### config.mk
export PLATFORM = sky130hd
export DESIGN_NAME = sum_bird_pipe
export DESIGN_NICKNAME = d
export VERILOG_FILES = /design/src/rtl/sum_bird_pipe.sv
export SDC_FILE = /design/constraint.sdc
export NUM_CORES = 1
export LEC_CHECK = 0
export CORE_MARGIN = 2
export CORE_UTILIZATION = 57
export CTS_CLUSTER_SIZE = 24
export DETAILED_ROUTE_END_ITERATION = 12
export PLACE_DENSITY = 0.84
export SYNTH_ARGS = -nofsm -noshare
export SYNTH_HDL_FRONTEND = slang
export SYNTH_SLANG_ARGS = --single-unit
### constraint.sdc
create_clock -name clk -period 8.2 [get_ports clk]
set_input_delay 0.82 -clock clk [delete_from_list [all_inputs] [get_ports clk]]
set_output_delay 0.82 -clock clk [all_outputs]
set_load 0.02 [all_outputs]
### src/rtl/sum_bird_pipe.sv
// Pipelined signed add/sub: the carry chain is cut into STAGES chunks behind an operand capture register.
// Latency STAGES cycles after acceptance; a stalled output freezes every stage, so in_ready = !stall.
module sum_bird_pipe #(
   parameter int WIDTH  = 16,
   parameter int STAGES = 2,
   parameter int CNT_W  = 8
) (
   input  logic             clk,
   input  logic             rst_n,
   input  logic             in_valid,
   output logic             in_ready,
   input  logic [WIDTH-1:0] in_a,
   input  logic [WIDTH-1:0] in_b,
   input  logic             in_sub,
   input  logic             in_sat,
   output logic             out_valid,
   input  logic             out_ready,
   output logic [WIDTH-1:0] sum,
   output logic [WIDTH-1:0] c,
   output logic             of,
   output logic [CNT_W-1:0] ovf_count,
   input  logic             cnt_clr
);

   localparam int CW = WIDTH / STAGES;
   localparam int IW = (WIDTH > 1) ? $clog2(WIDTH) : 1;

   // a: operand A, b: B already inverted for subtract, r/c: result and carries
   // filled in so far, cy: carry into the next unprocessed chunk.
   typedef struct packed {
      logic             vld;
      logic [WIDTH-1:0] a;
      logic [WIDTH-1:0] b;
      logic [WIDTH-1:0] r;
      logic [WIDTH-1:0] c;
      logic             cy;
      logic             sat;
   } stage_t;

   // Level 0 holds captured operands; level k holds the result through chunk k-1.
   stage_t st  [STAGES+1];
   stage_t nxt [STAGES+1];

   logic             stall;
   logic             fire;
   logic [CNT_W-1:0] cnt;

   assign stall    = st[STAGES].vld && !out_ready;
   assign in_ready = !stall;
   assign fire     = st[STAGES].vld && out_ready;

   always_comb begin
      logic          cy;
      logic [IW-1:0] idx;
      cy  = 1'b0;
      idx = '0;
      for (int k = 0; k <= STAGES; k++) begin
         nxt[k] = st[k];
      end

      // Operand fields only load on a real beat so idle inputs never reach state.
      nxt[0].vld = in_valid;
      if (in_valid) begin
         nxt[0].a   = in_a;
         nxt[0].b   = in_sub ? ~in_b : in_b;
         nxt[0].r   = '0;
         nxt[0].c   = '0;
         nxt[0].cy  = in_sub;
         nxt[0].sat = in_sat;
      end

      for (int k = 1; k <= STAGES; k++) begin
         nxt[k] = st[k-1];
         cy     = st[k-1].cy;
         for (int i = 0; i < CW; i++) begin
            idx           = IW'((k - 1) * CW + i);
            nxt[k].r[idx] = st[k-1].a[idx] ^ st[k-1].b[idx] ^ cy;
            cy            = (st[k-1].a[idx] & st[k-1].b[idx]) |
                            (cy & (st[k-1].a[idx] ^ st[k-1].b[idx]));
            nxt[k].c[idx] = cy;
         end
         nxt[k].cy = cy;
      end
   end

   always_ff @(posedge clk or negedge rst_n) begin
      if (!rst_n) begin
         for (int k = 0; k <= STAGES; k++) begin
            st[k] <= '0;
         end
      end else if (!stall) begin
         for (int k = 0; k <= STAGES; k++) begin
            st[k] <= nxt[k];
         end
      end
   end

   assign out_valid = st[STAGES].vld;
   assign c         = st[STAGES].c;
   assign of        = st[STAGES].c[WIDTH-1] ^ st[STAGES].c[WIDTH-2];

   // Saturation only rewrites the sum; the direction follows the sign of A.
   always_comb begin
      sum = st[STAGES].r;
      if (st[STAGES].sat && of) begin
         sum = st[STAGES].a[WIDTH-1] ? {1'b1, {(WIDTH-1){1'b0}}}
                                     : {1'b0, {(WIDTH-1){1'b1}}};
      end
   end

   always_ff @(posedge clk or negedge rst_n) begin
      if (!rst_n) begin
         cnt <= '0;
      end else if (cnt_clr) begin
         cnt <= '0;
      end else if (fire && of && (cnt != {CNT_W{1'b1}})) begin
         cnt <= cnt + 1'b1;
      end
   end

   assign ovf_count = cnt;

endmodule

; Yosys cells after proc, flatten, opt, wreduce, memory -nomap -nowiden
; Cells that the tools add are included.
[totals]
ff_bits = 144
latch_bits = 0
mem_bits_rw = 0
mem_bits_ro = 0
in_bits = 39
out_inout_bits = 43
word_cells = 117
mem_count = 0
[classes]
add_sub_neg = 1
n_mul = 0
n_div = 0
order_cmp = 0
eq_ne = 1
n_shift = 0
muxes = 5
n_bitwise = 83
n_reduce_logical = 9
[op_table]
columns = op, count
row1 = 16-bit two-way mux, 3
row2 = 1-bit XOR, 33
row3 = 1-bit bitwise AND, 32
row4 = 8-bit two-way mux, 2
row5 = 16-bit inverter, 1
row6 = 1-bit OR, 16
row7 = 8-bit by 1-bit adder with 8-bit output (second input constant), 1
row8 = 8-bit != test (second input constant), 1
row9 = 1-bit logical AND, 5
row10 = 1-bit logical NOT, 2
row11 = 2-bit AND reduction, 1
row12 = 2-bit nonzero test, 1
row13 = 1-bit inverter, 1

; Depth between registers and ports, before layout
[logic_depth]
ltp_word = 17
ltp_mapped = 10
ltp_nobuf = 10

; Worst setup path after synthesis
; OpenSTA, ideal clock, no wires.
[synth_timing]
kind = reg-to-reg
from = reg st[68] (netlist name)
to = reg st[33] (netlist name)
setup_time_ns = 0.065
arrival_ns = 4.344
required_time_ns = 8.135
slack_ns = 3.791
path_stages_with_launch = 11
path_buffers = 0
period_less_slack_ns = 4.409
path_cell_list = dfrtp_1 fa_1 fa_1 fa_1 fa_1 fa_1 fa_1 fa_1 fa_1 nand2_1 nand2_1
[synth_rtl]
columns = item, line
row1 = start: declaration, 41  ; stage_t st [STAGES+1];
row2 = start signal: indexed assignment, 93  ; st[k] <= nxt[k];

==> results.yml <==
timing:
  max_freq_mhz: 218.5
  finalSetupViolCount: 0
  slew-limit-headroom_pct: 28.63
  tightest_slew_ns: 1.070
  tns_ns: 0
  hold_violations: 0
  rsz0062_at_grt: "false"
  fin_ws_ns: 3.623
  period_minus_slack_ns: 4.577
  hold_ws_ns: 0.4080
  min_period_over_period_pct: 55.81
  skew_ns: 0.01048
  slew_violations: 0
floorplanning:
  fp.dieW_um: 98.10
  die_y_um: 98.10
  ioPinCount: 82
  rows: 34
  core-area_mm2: 0.008636
  initial_core_util_pct: 58.45
  die-area_mm2: 0.009624
final_layout:
  ff_latch_area_mm2: 0.002803
  antenna_cells: 0
  final_cell_mix: "227 x nand2_1, 112 x dfrtp_1, 80 x clkdlybuf4s50_1"
  fin_util_pct: 68.97
  fillers: 685
  final_common_cell: "nand2_1"
  layout.cells.non_filler: 681
  final_cell_area_mm2: 0.005956
  final_layout_size_suffix_gt1_share_pct: 7.330
  area_growth_pct: 18.00
  multi_input_area_mm2: 0.001994
  fin_nets: 624
hold_path:
  worstHoldPathType: "input port to async pin"
critical_path:
  start_kind: "flip-flop"
  path_cells: "fa_1, fa_1, fa_1, fa_1, fa_1, fa_1, fa_1, fa_1, nand2_1, nand2_1"
  cp.arrival_ns: 4.90
  slowest_stage: "fa_1"
  cp.required_ns: 8.52
  worstSetupPathType: "flip-flop to flip-flop"
  critical_path.max_fanout: 2
  crit_top_cell: "fa_1"
  critPathCaptureType: "flip-flop"
  critPathMaxStageDelay_ns: 0.55
drt:
  drc: 0
  wire_per_inst_um: 14.68
  first_iter_violations: 159
  detail-route-antenna-nets: 0
  finalWirelength_mm: 9.994
  drt-vias-per-instance: 5.253
  vias: 3577
  drtPass1Iterations: 4
cts:
  clk_latency_ns: 0.37
  clkTransAtPathRegs_ns: 0.11
  cts.sinks: 112
  cts_setup_buffers: 0
  cts_resized: 0
  cts_buffers: 9
  cts_tree: "built"
  hold_buffers: 0
  root_buffer: "clkbuf_8"
  cts_max_level: 3
  clock_path_buffers: 2
synthesis:
  synth_top_area_share_pct: 55.53
  ys_seq_area_share_pct: 55.53
  ys_ff_latch: 112
  synth_top_area_cell: "dfrtp_1"
  synth.distinct_cells: 29
  yosys_warnings: 0
  syn_nets: 574
  syn_area_per_cell_um2: 9.744
  synthTopCellsByArea: "dfrtp_1 56%, nand2_1 17%, fa_1 6.3%"
  syn_inst: 518
  syn_area_mm2: 0.005047
global_routing:
  grt_usage_pct: 22.23
  grt_pass1_wl_mm: 16.93
  grt_max_degree: 72
  grt_pass1_vias: 3568
  antenna_found_initial: 0
  overflow: 0
pwr:
  ir_drop_uv: 137.5
  power_density_mw_per_mm2: 358.1
  total_power_mw: 2.133
  power_leakage_nw: 2.821
placement:
  hpwlAfterDp_mm: 6.745
  place_ws_ns: 3.645
  port_buffers: 81
  placedCellCount: 665
  gp_congestion: 0.7969
  placed_area_mm2: 0.005774
flow_run:
  maxCapViolations: 0
run_status:
  status: "complete, no violations"
[cell type report]
class | instances | share of cell area, %
Timing Repair Buffer | 84 | 13.95
Multi-Input combinational cell | 358 | 33.49
Clock inverter | 5 | 0.6723
Tap cell | 108 | 2.269
Clock buffer | 11 | 2.374
Sequential cell | 112 | 47.06
Inverter | 3 | 0.1891
[worst paths after layout]
path                         start        to  slack, ns  cells past startpoint
setup reg to reg           st[135]   nxt[25]       3.62                     10
hold / removal               rst_n     c[11]       0.41                      1
max in group asynchronous    rst_n  nxt[105]       6.55                      2
min in group clk              c[7]      c[7]       0.47                      2
hold reg to reg               c[7]      c[7]       0.47                      2
setup / recovery           st[135]   nxt[25]       3.62                     10
[state kept, by name, indices dropped and copies added (netlist names)]
register,count
out_valid,1
c,16
ovf_count,8
nxt,67
st,20
[routing by layer]
layer / global-route usage (%) / wire length, um
met5: 0 / 0
met4: 8.120 / 223
met3: 4.080 / 400
met2: 37.51 / 5171
met1: 29.09 / 4198
[cells by family after synthesis]
group	Yosys count	synth area share (%)
XOR/XNOR	18	3.272
adder cells (fa/ha/maj)	17	6.594
AO/OA/AOI/OAI	42	4.735
buffers and inverters	48	5.156
AND/OR/NAND/NOR	260	20.10
multiplexers	21	4.611
flip-flops	112	55.53
[report_power, final]
| group | switching [mW] | internal (mW) |
|---|---|---|
| clock | 0.184 | 0.122 |
| combinational | 0.517 | 0.408 |
| sequential | 0.147 | 0.755 |
[Yosys cell counts]
cell type  count
a21o_1         1
a21oi_1       18
and3_1         1
buf_1          2
buf_2          7
buf_4         19
clkbuf_1      17
dfrtp_1      112
fa_1          16
ha_1           1
inv_1          2
inv_2          1
mux2_2        18
mux2i_1        3
nand2_1      228
nand2b_1       2
nand3_1        3
nand4_1        1
nor2_1        18
nor2b_1        1
nor4b_1        2
o2111ai_4      1
o21ai_0       20
o31ai_1        2
or3_1          2
or4_1          2
xnor2_1       16
xor2_1         1
xor2_2         1
[critical path, delay by kind of cell, from the launching register on]
kind	cells	cell delay [ns]
DFF	1	0.42
and+or+nand+nor	2	0.11
adders and majority gates	8	3.99
(Power assumes the default switching activity.)
